<file path="config.mk">
export PLATFORM = sky130hd
export DESIGN_NAME = mips_multicycle_ctrl
export DESIGN_NICKNAME = d
export VERILOG_FILES = /design/src/rtl/mips_ctrl_pkg.sv /design/src/rtl/mips_multicycle_ctrl_class.sv /design/src/rtl/mips_multicycle_ctrl.sv
export SDC_FILE = /design/constraint.sdc
export NUM_CORES = 1
export LEC_CHECK = 0
export CAP_MARGIN = 20
export CORE_AREA = 2 2 74 76
export CTS_CLUSTER_SIZE = 14
export DETAILED_ROUTE_END_ITERATION = 16
export DIE_AREA = 0 0 76 78
export PLACE_DENSITY = 0.77
export REMOVE_ABC_BUFFERS = 1
export SYNTH_ARGS = -nofsm -noshare
export SYNTH_HDL_FRONTEND = slang
export SYNTH_SLANG_ARGS = --single-unit
</file>
<file path="constraint.sdc">
create_clock -name clk -period 1.7 [get_ports clk]
set_input_delay 0.425 -clock clk [delete_from_list [all_inputs] [get_ports clk]]
set_output_delay 0.425 -clock clk [all_outputs]
set_load 0.02 [all_outputs]
</file>
<file path="src/rtl/mips_ctrl_pkg.sv">
// Shared encodings for the MIPS multi-cycle controller: opcodes, functs,
// FSM state encoding, PC source select and the decoded instruction class.
// Optional feature macro: MIPS_CTRL_MULDIV_EN (mult/multu/div/divu sequencing).
package mips_ctrl_pkg;

  // Primary opcodes (instruction[31:26])
  localparam logic [5:0] OP_RTYPE = 6'h00;
  localparam logic [5:0] OP_J     = 6'h02;
  localparam logic [5:0] OP_BEQ   = 6'h04;
  localparam logic [5:0] OP_ADDI  = 6'h08;
  localparam logic [5:0] OP_ANDI  = 6'h0C;
  localparam logic [5:0] OP_ORI   = 6'h0D;
  localparam logic [5:0] OP_LW    = 6'h23;
  localparam logic [5:0] OP_SW    = 6'h2B;

  // R-type funct codes (instruction[5:0]); these double as ALU function codes
  localparam logic [5:0] FN_SLL   = 6'h00;
  localparam logic [5:0] FN_SRL   = 6'h02;
  localparam logic [5:0] FN_SRA   = 6'h03;
  localparam logic [5:0] FN_SLLV  = 6'h04;
  localparam logic [5:0] FN_SRLV  = 6'h06;
  localparam logic [5:0] FN_SRAV  = 6'h07;
  localparam logic [5:0] FN_JR    = 6'h08;
  localparam logic [5:0] FN_MFHI  = 6'h10;
  localparam logic [5:0] FN_MFLO  = 6'h12;
  localparam logic [5:0] FN_MULT  = 6'h18;
  localparam logic [5:0] FN_MULTU = 6'h19;
  localparam logic [5:0] FN_DIV   = 6'h1A;
  localparam logic [5:0] FN_DIVU  = 6'h1B;
  localparam logic [5:0] FN_ADD   = 6'h20;
  localparam logic [5:0] FN_ADDU  = 6'h21;
  localparam logic [5:0] FN_SUB   = 6'h22;
  localparam logic [5:0] FN_SUBU  = 6'h23;
  localparam logic [5:0] FN_AND   = 6'h24;
  localparam logic [5:0] FN_OR    = 6'h25;
  localparam logic [5:0] FN_XOR   = 6'h26;
  localparam logic [5:0] FN_NOR   = 6'h27;
  localparam logic [5:0] FN_SLT   = 6'h2A;
  localparam logic [5:0] FN_SLTU  = 6'h2B;

  // FSM state encoding, also exported on the debug state port
  typedef enum logic [2:0] {
    S_RST    = 3'd0,
    S_FETCH  = 3'd1,
    S_DECODE = 3'd2,
    S_EXEC   = 3'd3,
    S_MEM    = 3'd4,
    S_WB     = 3'd5,
    S_MULDIV = 3'd6
  } state_e;

  // pc_src select values
  localparam logic [1:0] PC_SRC_SEQ    = 2'd0;
  localparam logic [1:0] PC_SRC_BRANCH = 2'd1;
  localparam logic [1:0] PC_SRC_RS     = 2'd2;
  localparam logic [1:0] PC_SRC_JUMP   = 2'd3;

  // One-hot instruction class; all-zero means undecodable
  typedef struct packed {
    logic rtype;
    logic jr;
    logic alu_i;
    logic lw;
    logic sw;
    logic beq;
    logic j;
    logic nop;
    logic muldiv;
  } instr_class_t;

  // Ordinary single-cycle ALU functs executed through EXEC -> WB
  function automatic logic is_alu_funct(input logic [5:0] fn);
    case (fn)
      FN_SLL, FN_SRL, FN_SRA, FN_SLLV, FN_SRLV, FN_SRAV,
      FN_MFHI, FN_MFLO,
      FN_ADD, FN_ADDU, FN_SUB, FN_SUBU,
      FN_AND, FN_OR, FN_XOR, FN_NOR, FN_SLT, FN_SLTU: is_alu_funct = 1'b1;
      default:                                        is_alu_funct = 1'b0;
    endcase
  endfunction

  // Multi-cycle HI/LO producers
  function automatic logic is_muldiv_funct(input logic [5:0] fn);
    is_muldiv_funct = (fn == FN_MULT) || (fn == FN_MULTU) ||
                      (fn == FN_DIV)  || (fn == FN_DIVU);
  endfunction

endpackage

</file>
<file path="src/rtl/mips_multicycle_ctrl_class.sv">
// Combinational instruction classifier: IR -> one-hot class, mapped ALU
// function code and an illegal flag.
// Optional feature macro: MIPS_CTRL_MULDIV_EN (mult/div functs become legal).
module mips_instr_class
  import mips_ctrl_pkg::*;
(
  input  logic [31:0]  ir,
  output instr_class_t cls,
  output logic [5:0]   alu_op,
  output logic         illegal
);

  logic [5:0] opcode;
  logic [5:0] funct;

  assign opcode = ir[31:26];
  assign funct  = ir[5:0];

  // Classify the instruction and pick the ALU function it needs
  always_comb begin
    cls     = '0;
    alu_op  = 6'h00;
    illegal = 1'b0;
    if (ir == 32'h0000_0000) begin
      // The all-zero word is sll $0,$0,0; treat it as a cheap NOP
      cls.nop = 1'b1;
    end else begin
      case (opcode)
        OP_RTYPE: begin
          if (funct == FN_JR) begin
            cls.jr = 1'b1;
          end else if (is_alu_funct(funct)) begin
            cls.rtype = 1'b1;
            alu_op    = funct;
          end
`ifdef MIPS_CTRL_MULDIV_EN
          else if (is_muldiv_funct(funct)) begin
            cls.muldiv = 1'b1;
            alu_op     = funct;
          end
`endif
          else begin
            illegal = 1'b1;
          end
        end
        OP_J:    cls.j = 1'b1;
        OP_BEQ: begin
          cls.beq = 1'b1;
          alu_op  = FN_SUB;
        end
        OP_ADDI: begin
          cls.alu_i = 1'b1;
          alu_op    = FN_ADD;
        end
        OP_ANDI: begin
          cls.alu_i = 1'b1;
          alu_op    = FN_AND;
        end
        OP_ORI: begin
          cls.alu_i = 1'b1;
          alu_op    = FN_OR;
        end
        OP_LW: begin
          cls.lw = 1'b1;
          alu_op = FN_ADD;
        end
        OP_SW: begin
          cls.sw = 1'b1;
          alu_op = FN_ADD;
        end
        default: illegal = 1'b1;
      endcase
    end
  end

endmodule

</file>
<file path="src/rtl/mips_multicycle_ctrl.sv">
// Multi-cycle sequencing controller for the MIPS datapath. Steps the shared
// datapath through FETCH/DECODE/EXEC/MEM/WB and owns every datapath enable.
// Optional feature macro: MIPS_CTRL_MULDIV_EN adds the MULDIV state and the
// hilo_write output.
//
// Memory handshake: a request (imem_req / dmem_req) is held high until the
// matching ack is seen; the ack may arrive in the very cycle the request rises
// and completes the transfer in that cycle. Acks arriving while no request is
// outstanding are ignored, and a reset drops any outstanding request.
module mips_multicycle_ctrl
  import mips_ctrl_pkg::*;
#(
  parameter int MULDIV_CYCLES = 32
) (
  input  logic        clk,
  input  logic        rst_n,
  input  logic [31:0] instruction,
  input  logic        imem_ack,
  input  logic        dmem_ack,
  input  logic        alu_zero,
  output logic        imem_req,
  output logic        ir_load,
  output logic        pc_write,
  output logic [1:0]  pc_src,
  output logic [5:0]  ALUop,
  output logic        use_imm,
  output logic        reg_write,
  output logic        mem_to_reg,
  output logic        dmem_req,
  output logic        dmem_we,
  output logic        jump_register,
  output logic        illegal,
`ifdef MIPS_CTRL_MULDIV_EN
  output logic        hilo_write,
`endif
  output logic [2:0]  state
);

  // Counter reload value: counts down to zero, so N cycles start at N-1
  localparam logic [5:0] MULDIV_LAST = 6'(MULDIV_CYCLES - 1);

  state_e       state_q, state_d;
  logic [31:0]  ir_q, ir_d;
  logic [5:0]   cnt_q, cnt_d;

  instr_class_t cls;
  logic [5:0]   dec_alu_op;
  logic         dec_illegal;

  mips_instr_class u_class (
    .ir      (ir_q),
    .cls     (cls),
    .alu_op  (dec_alu_op),
    .illegal (dec_illegal)
  );

  assign state = state_q;

  // State, internal IR copy and MULDIV countdown registers
  always_ff @(posedge clk or negedge rst_n) begin
    if (!rst_n) begin
      state_q <= S_RST;
      ir_q    <= 32'h0000_0000;
      cnt_q   <= 6'd0;
    end else begin
      state_q <= state_d;
      ir_q    <= ir_d;
      cnt_q   <= cnt_d;
    end
  end

  // Next-state logic, IR capture and MULDIV countdown
  always_comb begin
    state_d = state_q;
    ir_d    = ir_q;
    cnt_d   = cnt_q;
    case (state_q)
      S_RST: state_d = S_FETCH;
      S_FETCH: begin
        if (imem_ack) begin
          ir_d    = instruction;
          state_d = S_DECODE;
        end
      end
      S_DECODE: begin
        if (cls.j || cls.nop || dec_illegal) begin
          state_d = S_FETCH;
        end else if (cls.muldiv) begin
          state_d = S_MULDIV;
          cnt_d   = MULDIV_LAST;
        end else begin
          state_d = S_EXEC;
        end
      end
      S_EXEC: begin
        if (cls.lw || cls.sw) begin
          state_d = S_MEM;
        end else if (cls.rtype || cls.alu_i) begin
          state_d = S_WB;
        end else begin
          // JR and beq complete in EXEC
          state_d = S_FETCH;
        end
      end
      S_MEM: begin
        if (dmem_ack) begin
          state_d = cls.lw ? S_WB : S_FETCH;
        end
      end
      S_WB: state_d = S_FETCH;
      S_MULDIV: begin
        if (cnt_q == 6'd0) begin
          state_d = S_FETCH;
        end else begin
          cnt_d = cnt_q - 6'd1;
        end
      end
      default: state_d = S_RST;
    endcase
  end

  // Datapath enables decoded from the current state and the IR class
  always_comb begin
    imem_req      = 1'b0;
    ir_load       = 1'b0;
    pc_write      = 1'b0;
    pc_src        = PC_SRC_SEQ;
    ALUop         = 6'h00;
    use_imm       = 1'b0;
    reg_write     = 1'b0;
    mem_to_reg    = 1'b0;
    dmem_req      = 1'b0;
    dmem_we       = 1'b0;
    jump_register = 1'b0;
    illegal       = 1'b0;
`ifdef MIPS_CTRL_MULDIV_EN
    hilo_write    = 1'b0;
`endif
    case (state_q)
      S_FETCH: begin
        imem_req = 1'b1;
        if (imem_ack) begin
          ir_load  = 1'b1;
          pc_write = 1'b1;
          pc_src   = PC_SRC_SEQ;
        end
      end
      S_DECODE: begin
        illegal = dec_illegal;
        if (cls.j) begin
          pc_write = 1'b1;
          pc_src   = PC_SRC_JUMP;
        end
      end
      S_EXEC: begin
        ALUop   = dec_alu_op;
        use_imm = cls.alu_i || cls.lw || cls.sw;
        if (cls.jr) begin
          jump_register = 1'b1;
          pc_write      = 1'b1;
          pc_src        = PC_SRC_RS;
        end
        if (cls.beq) begin
          pc_write = alu_zero;
          pc_src   = PC_SRC_BRANCH;
        end
      end
      S_MEM: begin
        ALUop    = dec_alu_op;
        dmem_req = 1'b1;
        dmem_we  = cls.sw;
      end
      S_WB: begin
        ALUop      = dec_alu_op;
        reg_write  = 1'b1;
        mem_to_reg = cls.lw;
      end
      S_MULDIV: begin
        ALUop = dec_alu_op;
`ifdef MIPS_CTRL_MULDIV_EN
        hilo_write = (cnt_q == 6'd0);
`endif
      end
      default: ;
    endcase
  end

endmodule
</file>
* Yosys cells after proc, flatten, opt, wreduce, memory -nomap -nowiden
Memory sizes are Yosys's and may differ from the RTL's.
Index checks and enable logic that the tools add are counted.
** Word-level totals
- Register bits :: 41
- Bits in latches :: 0
- Memory bits (writable) :: 0
- ROM bits :: 64
- Input port bits :: 37
- Output and inout bits :: 21
- Word-level logic and storage cells :: 90
- Memories :: 1
** Memories
- (no name shown) :: words 64, bits a word 1, rd ports 1, clocked after memory_dff 0, wr ports 0, RTL line mips_ctrl_pkg.sv:73 : case (fn)
** Cells by class
- $add $sub $neg :: 1
- $mul :: 0
- Divide/modulo/power cells :: 0
- $lt $le $gt $ge :: 0
- Eq/ne operators :: 17
- Shifts and indexed selects :: 0
- Mux-type cells :: 49
- Bitwise operators :: 1
- Reductions and logical operators :: 18
** Operators with widths (count)
- 32-bit zero test :: 1
- 6-bit case mux with 5 select lines :: 1
- 1-bit 2-to-1 mux :: 28
- 6-bit by 4-bit == test with 1-bit output, second input constant :: 4
- 6-bit 2-to-1 mux :: 4
- 3-bit 2-to-1 mux :: 6
- 3-bit case mux with 6 select lines :: 1
- 6-bit == test, second input constant :: 2
- 6-bit zero test :: 2
- 2-bit 2-to-1 mux :: 5
- 3-bit == test, second input constant :: 3
- 7-bit 2-to-1 mux :: 1
- 7-bit OR reduction :: 1
- 3-bit by 2-bit == test with 1-bit output, second input constant :: 2
- 6-bit by 2-bit == test with 1-bit output, second input constant :: 1
- 6-bit by 3-bit == test with 1-bit output, second input constant :: 1
- 1-bit logical OR :: 6
- 2-bit inequality test, second input constant :: 3
- 3-bit OR reduction :: 2
- 6-bit by 1-bit subtractor with 6-bit output, second input constant :: 1
- 2-bit case mux with 2 select lines :: 1
- 2-bit AND reduction :: 2
- 4-bit OR reduction :: 1
- 3-bit by 1-bit == test with 1-bit output, second input constant :: 1
- 6 further kinds :: 6

* Depth between registers and ports, before layout
Gate-level depths: netlist of run 1.
- Depth after elaboration :: 12
- Gate-level depth with buffers :: 7
- Mapped depth without buffers :: 6

* By module
A second synthesis of run 1 with hierarchy kept.
** Unflattened totals
- Cells, all modules :: 218
- Area total of the unflattened synthesis :: 2376.0 um2
** By module, submodules not included
- mips_multicycle_ctrl :: instances 1, cells each 158, area each 1975.6 um2, sequential area each 1026.0 um2
- mips_instr_class :: instances 1, cells each 60, area each 400.4 um2, sequential area each 0.0 um2

* Least setup slack after synthesis of run 1
OpenSTA, ideal clock, no wires.
- Kind :: register to output
- From :: register ir_q[26]
- To :: output ALUop[1]
- Arrival time :: 1.770 ns
- Required time :: 1.275 ns
- Setup slack :: -0.495 ns
- Cell stages (with the launch flop) :: 6
- Buffers on the path :: 1
- Path through :: dfrtp_1 -> buf_6 -> or4_4 -> nor3b_2 -> a21oi_1 -> nor3_1
** On the way
- Word-level cells in the longest chain between the ends :: 5
- Elaborated cells on any way between the ends :: 12
** RTL lines
- from (decl) :: RTL line mips_multicycle_ctrl.sv:43 : logic [31:0] ir_q, ir_d;
- from (signal assigned) :: RTL line mips_multicycle_ctrl.sv:67 : ir_q <= ir_d;
- 6-bit by 4-bit == test with 1-bit output / 6-bit == test (equally long branches) :: RTL line mips_multicycle_ctrl_class.sv:28 : case (opcode)
- 3-bit OR reduction (no line)
- 6-bit case mux with 5 select lines :: RTL line mips_multicycle_ctrl_class.sv:28
- 6-bit 2-to-1 mux (*) :: RTL line mips_multicycle_ctrl_class.sv:24 : if (ir == 32'h0000_0000) begin
- 6-bit 2-to-1 mux (*) :: RTL line mips_multicycle_ctrl.sv:139 : case (state_q)
- to (decl) :: RTL line mips_multicycle_ctrl.sv:25 : output logic [5:0] ALUop,
Mark *: on every way between the ends. The rest lies on a longest branch, timed or not.

* Worst setup path in the final report of run 1
- From :: register ir_q[1]
- To :: output illegal
** On the way
- Word-level cells in the longest chain between the ends :: 9
- Elaborated cells on any way between the ends :: 11
** RTL lines
- memory 64 x 1 bit
- 1-bit 2-to-1 mux :: RTL line mips_multicycle_ctrl_class.sv:30 : if (funct == FN_JR) begin
- 1-bit 2-to-1 mux :: RTL line mips_multicycle_ctrl_class.sv:28
- 1-bit 2-to-1 mux :: RTL line mips_multicycle_ctrl_class.sv:24
- 1-bit 2-to-1 mux :: RTL line mips_multicycle_ctrl_class.sv:32 : end else if (is_alu_funct(funct)) begin
- 1-bit 2-to-1 mux :: RTL line mips_multicycle_ctrl_class.sv:30
- 1-bit case mux with 2 select lines :: RTL line mips_multicycle_ctrl_class.sv:28
- 1-bit 2-to-1 mux (*) :: RTL line mips_multicycle_ctrl_class.sv:24
- 1-bit 2-to-1 mux (*) :: RTL line mips_multicycle_ctrl.sv:139
- to (decl) :: RTL line mips_multicycle_ctrl.sv:32 : output logic illegal,
Mark *: on every way between the ends. The rest lies on a longest branch, timed or not. The select of a mux whose other input is x is not followed.

==> results of run 1 <==
==> registers in the layout (all words and copies together), names as in the netlist <==
signal and flops:
state 3, ir_q 32, cnt_q 6
==> repair_timing <==
item	in CTS	in global routing
cloned	1	1
resized for setup	168	52
setup endpoints to repair	50	45
pin swaps	23	17
hold buffers	0	0
setup buffers	14	17
==> routing by layer <==
layer,vias to the layer above,track usage (%)
li1,1025,-
met1,1116,26.3
met2,110,42.5
met3,25,4.53
met4,0,9.82
met5,-,0
==> power groups by stage <==
stage | sequential (mW) | clock [mW] | combinational [mW]
6_report | 1.79 | 0.821 | 3.95
3_3_place_gp | 1.66 | 0 | 2.38
5_1_grt | 1.83 | 0.880 | 4.13
2_1_floorplan | 1.76 | 0 | 1.17
3_5_place_dp | 1.69 | 0 | 2.43
4_1_cts | 1.71 | 0.829 | 3.17
==> cells by family after synthesis <==
kind of cell,share of synthesized area [%]
simple gates,19.9
fa+ha+maj,1.15
buf+inv,4.65
compound gates,10.4
flops,47.1
mux,14.5
xor+xnor,2.41
==> critical path, cell delays in order, from the launching register on <==
cell     delay, ns
dfrtp_1       0.41
nor4_2        0.37
and3_1        0.27
nor2_1        0.07
a211o_1       0.34
and2_4        0.16
buf_6         0.12
==> worst max path at each step <==
stage	end	slack, ns	from	cells past startpoint
after global routing	illegal	-0.85	ir_q[31]	7
final	illegal	-0.77	ir_q[1]	6
after global placement	pc_write	-0.78	ir_q[26]	6
after detailed placement	pc_write	-0.80	ir_q[1]	7
after CTS	use_imm	-0.66	ir_q[30]	6
after floorplan	pc_write	-0.80	state[2]	4
==> cell type report <==
type | count | area [um^2] | share of cell area (%)
Timing Repair Buffer | 135 | 1270 | 32.1
Inverter | 9 | 43.8 | 1.10
Tap cell | 70 | 87.6 | 2.21
Clock inverter | 2 | 37.5 | 0.946
Sequential cell | 41 | 1030 | 25.9
Clock buffer | 6 | 82.6 | 2.08
Multi-Input combinational cell | 150 | 1420 | 35.7
==> cells in the final DEF, fill, tap and decap left out, types with 3 or more instances in the layout <==
cell	instances
a21oi_1	5
a21oi_4	3
and2_4	3
and3_4	4
buf_2	3
buf_4	60
buf_6	29
clkbuf_8	6
clkdlybuf4s50_1	35
dfrtp_1	40
inv_1	5
mux2_2	28
nand2_1	11
nand2_2	3
nand3_1	3
nor2_1	13
nor2_2	3
nor3_1	5
nor3_2	4
nor4_2	4
o21ai_0	7
==> through the flow <==
| step | hold slack, ns | std cells | power [mW] | utilization, % | worst slack [ns] |
|---|---|---|---|---|---|
| after global routing | 0.230 | 413 | 6.85 | 78.7 | -0.845 |
| after floorplan | 0.129 | 200 | 2.94 | - | -0.795 |
| after detailed placement | 0.480 | 379 | 4.13 | 62.5 | -0.802 |
| after global placement | 0.475 | 379 | 4.05 | 62.5 | -0.777 |
| after CTS | 0.202 | 402 | 5.71 | 72.6 | -0.658 |
| final | 0.186 | 413 | 6.56 | 78.7 | -0.769 |
==> impl_metrics.env, run 1 <==
export IMPL_status="finished with violations"
export IMPL_violations="negative setup slack"
export IMPL_wl_mm=8.00
export IMPL_synth_top_cell_by_area="dfrtp_1"
export IMPL_coreArea_mm2=0.00504
export IMPL_synth_area_leaders="dfrtp_1, mux2_2, nor2_1"
export IMPL_antenna_found_initial=0
export IMPL_path_clk_slew_ns=0.08
export IMPL_cap_violations=0
export IMPL_wl_met2_mm=4.05
export IMPL_setup_violations=21
export IMPL_cp_max_fo=3
export IMPL_worst_setup_path_type="flop to output pin"
export IMPL_synth_common_cells="dfrtp_1, mux2_2, nor2_1"
export IMPL_r2r_setup_slack_ns=-0.21
export IMPL_m1WireLength_mm=3.08
export IMPL_finish_net_count=381
export IMPL_start_util_pct=43.2
export IMPL_reg2reg_to="cnt_q[4]"
export IMPL_reg2reg_from="state[0]"
export IMPL_route_met3_wl_um=550
export IMPL_post_route_period_util_pct=145
export IMPL_htree_levels=2
export IMPL_dp_hpwl_mm=3.94
export IMPL_synth_edf_count=0
export IMPL_p_sw_mw=2.57
export IMPL_grt_pass1_wl_mm=10.7
export IMPL_drtIter0Drc=173
export IMPL_max_freq_ghz=0.405
export IMPL_ys_warn_count=0
export IMPL_cts_tree="built"
export IMPL_place_congestion=0.824
export IMPL_grt_max_degree=42
export IMPL_rsz0062_at_grt="true"
export IMPL_cts_root_buf="clkbuf_8"
export IMPL_die_y_um=78
export IMPL_insertedDiodeCount=0
export IMPL_synthArstFlopShare_pct=100
export IMPL_clk_latency_ns=0.29
export IMPL_drive_above_1_share_pct=56.9
export IMPL_ys_ff_latch=41
export IMPL_postSynthCellCount=213
export IMPL_worst_pin_slew_ns=0.518
export IMPL_grt_overflow_total=0
export IMPL_slew_headroom_pct=65.5
export IMPL_power_density_mw_per_mm2=1650
export IMPL_worst_setup_path_end_kind="output pin"
export IMPL_vdd_drop_max_mv=0.908
export IMPL_synth_cell_type_count=42
export IMPL_drt_pass1_iter_count=4
export IMPL_netSwitchingFraction_pct=39.2
export IMPL_dieWidth_um=76
export IMPL_vias=2276
export IMPL_viasPerCell=5.51
export IMPL_rows=26
export IMPL_cp_data_arrival_time_ns=2.04
export IMPL_report_final_hold_viol_count=0
export IMPL_pwr_share_clk_pct=12.5
export IMPL_yosysSeqAreaShare_pct=47.1
export IMPL_yosys_area_top_type_share_pct=47.1
export IMPL_highest_layer="met4"
export IMPL_port_buffer_count=57
export IMPL_placed_area_mm2=0.00315
export IMPL_grt_use_total_pct=23.2
export IMPL_required_ns=1.27
export IMPL_yosysMostFrequentCell="dfrtp_1"
export IMPL_timing_final_ws_setup_ns=-0.769
export IMPL_cts_buffers=5
export IMPL_routedWlPerCell_um=19.4
export IMPL_syn_area_mm2=0.00218
export IMPL_fillCellCount=298
export IMPL_ant_nets=0
export IMPL_combPwrFrac_pct=60.2
export IMPL_ios=58
export IMPL_reg2reg_depth=8
export IMPL_grt_pass1_vias=2236
export IMPL_p_leak_nw=1.74
export IMPL_slew_violations=0
export IMPL_intPower_mw=3.99
export IMPL_fin_crit_ns=2.47
export IMPL_seq_power_share_pct=27.2
export IMPL_drc=0
export IMPL_synth_ff_type="dfrtp_1"
export IMPL_fin_tns_setup_ns=-9.73
export IMPL_hp_class="input pin to async pin"
export IMPL_final_area_mm2=0.00397
export IMPL_die_area_mm2=0.00593
export IMPL_syn_area_per_cell_um2=10.2
export IMPL_cp_start_kind="flop"
export IMPL_clock_sinks=41
export IMPL_area_growth_pct=82.1
export IMPL_cts_buffer_depth=2
export IMPL_clock_skew_final_ns=0.00488
Note: power is estimated with default switching activity, not from simulation.
==> run 2: changes to the inputs <==
--- a/config.mk
+++ b/config.mk
@@ -6,11 +6,11 @@
 export NUM_CORES = 1
 export LEC_CHECK = 0
 export CAP_MARGIN = 20
-export CORE_AREA = 2 2 74 76
+export CORE_AREA = 2 2 73 75
 export CTS_CLUSTER_SIZE = 14
 export DETAILED_ROUTE_END_ITERATION = 16
-export DIE_AREA = 0 0 76 78
-export PLACE_DENSITY = 0.77
+export DIE_AREA = 0 0 75 77
+export PLACE_DENSITY = 0.75
 export REMOVE_ABC_BUFFERS = 1
 export SYNTH_ARGS = -nofsm -noshare
 export SYNTH_HDL_FRONTEND = slang
==> constraint.sdc (replaced) <==
create_clock -name clk -period 2.6 [get_ports clk]
set_input_delay 0.65 -clock clk [delete_from_list [all_inputs] [get_ports clk]]
set_output_delay 0.65 -clock clk [all_outputs]
set_load 0.02 [all_outputs]
==> run 2 against run 1 <==
The run still ends with negative setup slack left. Clock-buffer cell count is 1 higher. Register-to-register slack improved by 0.86 ns. Highest routed layer unchanged. Flip-flop and latch count unchanged. Wire length fell by 34%. Largest power group unchanged.
==> impl_metrics.env, run 2 (same netlist as run 1, synthesis figures left out) <==
export IMPL_fin_crit_ns=2.63
export IMPL_cts_buffers=5
export IMPL_finalCoreUtilization_pct=66.0
export IMPL_r2r_setup_slack_ns=0.65
export IMPL_vias=1925
export IMPL_finalNonFillerCells=372
export IMPL_place_congestion=0.838
export IMPL_post_route_period_util_pct=101
export IMPL_slew_headroom_pct=39.3
export IMPL_final_area_mm2=0.00328
export IMPL_path_clk_slew_ns=0.08
export IMPL_status="finished with violations"
export IMPL_clock_skew_final_ns=0.00471
export IMPL_report_final_hold_viol_count=0
export IMPL_vdd_drop_max_mv=0.540
export IMPL_rsz0062_at_grt="true"
export IMPL_power_density_mw_per_mm2=1000
export IMPL_worst_pin_slew_ns=0.911
export IMPL_setup_violations=4
export IMPL_antenna_found_initial=0
export IMPL_port_buffer_count=57
export IMPL_intPower_mw=2.06
export IMPL_p_leak_nw=1.42
export IMPL_cts_hold_buf=0
export IMPL_worst_setup_path_end_kind="output pin"
export IMPL_grt_use_total_pct=19.7
export IMPL_final_common_cell="clkdlybuf4s50_1"
export IMPL_dp_cells=362
export IMPL_seq_power_share_pct=35.1
export IMPL_grt_overflow_total=0
export IMPL_insertedDiodeCount=0
export IMPL_violations="negative setup slack"
export IMPL_htree_levels=2
export IMPL_clock_sinks=41
export IMPL_placed_area_mm2=0.00303
export IMPL_drtIter0Drc=98
export IMPL_die_y_um=77
export IMPL_reg2reg_to="cnt_q[4]"
export IMPL_cp_data_arrival_time_ns=1.98
export IMPL_hp_class="input pin to async pin"
export IMPL_cp_startpoint="ir_q[27]"
export IMPL_largest_reg_flops=32
export IMPL_dp_hpwl_mm=3.78
export IMPL_grt_pass1_wl_mm=8.69
export IMPL_cp_max_fo=2
export IMPL_layout_common_cells="clkdlybuf4s50_1, dfrtp_1, buf_4"
export IMPL_grt_max_degree=42
export IMPL_drc=0
export IMPL_timing_final_ws_setup_ns=-0.0303
export IMPL_pwr_share_clk_pct=13.7
export IMPL_combPwrFrac_pct=51.2
export IMPL_max_freq_ghz=0.380
export IMPL_wl_mm=5.31
export IMPL_start_util_pct=43.8
export IMPL_drt_pass1_iter_count=4
export IMPL_rows=26
export IMPL_viasPerCell=5.17
export IMPL_slew_violations=0
export IMPL_grt_pass1_vias=1916
export IMPL_p_sw_mw=1.24
export IMPL_dieWidth_um=75
export IMPL_reg2reg_depth=6
export IMPL_drive_above_1_share_pct=41.4
export IMPL_netSwitchingFraction_pct=37.5
export IMPL_cp_start_kind="flop"
export IMPL_cts_tree="built"
export IMPL_hold_slack_ns=0.479
export IMPL_endpoint="use_imm"
export IMPL_cts_root_buf="clkbuf_8"
export IMPL_regMostFlops="ir_q"
export IMPL_routedWlPerCell_um=14.3
export IMPL_required_ns=1.95
export IMPL_die_area_mm2=0.00578
export IMPL_reg2reg_from="state[0]"
export IMPL_worst_setup_path_type="flop to output pin"
export IMPL_coreArea_mm2=0.00498
export IMPL_clk_latency_ns=0.29
export IMPL_ant_nets=0
export IMPL_area_growth_pct=50.7
export IMPL_finish_net_count=340
export IMPL_cts_buffer_depth=2
export IMPL_cap_violations=0
export IMPL_ios=58
[run 2: per-stage QoR]
step                setup WS [ns]  power (mW)  setup TNS [ns]
finish                    -0.0303        3.30         -0.0602
global route               -0.145        3.53          -0.883
CTS                        -0.143        3.12          -0.420
detailed placement         -0.151        2.60           -1.21
global placement           -0.123        2.56          -0.951
floorplan                  -0.120        1.92          -0.120
[run 2: how the worst min path moves through the flow]
stage / start / end / slack, ns / cells past startpoint
3_3_place_gp: cnt_q[5] / cnt_q[5] / 0.48 / 1
4_1_cts: cnt_q[5] / cnt_q[5] / 0.49 / 1
6_report: rst_n / state[0] / 0.48 / 1
3_5_place_dp: cnt_q[5] / cnt_q[5] / 0.48 / 1
2_1_floorplan: rst_n / cnt_q[0] / 0.35 / 0
5_1_grt: cnt_q[5] / cnt_q[5] / 0.52 / 1
[run 2: worst max-delay path, cell delays in order, from the launching register on]
cell and delay [ns]:
dfrtp_1 0.38, or4_4 0.57, buf_6 0.14, nor3_4 0.19
a311oi_2 0.13, and2_4 0.16, buf_6 0.12
[run 2: metal layers]
layer	GRT usage [%]	share of wire (%)	vias up
li1	-	-	937
met1	26.2	44	930
met2	30.5	49	49
met3	5.26	5.2	9
met4	6.79	2.0	0
met5	0	0	-
[run 2: timing repair]
action | CTS | global route
endpoints found under the hold margin | 0 | 0
setup endpoints to repair | 15 | 14
gates resized for setup | 61 | 50
pin swaps | 3 | 19
setup buffers | 0 | 2
[run 2: area by class of cell]
cell class	count	area, um^2
Clock inverter	1	5.00
Clock buffer	7	96.3
Multi-Input combinational cell	150	1210
Inverter	9	33.8
Timing Repair Buffer	94	818
Tap cell	70	87.6
Fill cell	410	1690
Sequential cell	41	1030
[run 2: power groups by stage]
stage / logic [mW] / registers (mW) / clock network (mW)
2_1_floorplan: 0.767 / 1.15 / 0
3_3_place_gp: 1.45 / 1.11 / 0
3_5_place_dp: 1.48 / 1.13 / 0
4_1_cts: 1.53 / 1.13 / 0.464
5_1_grt: 1.83 / 1.20 / 0.499
6_report: 1.69 / 1.16 / 0.451
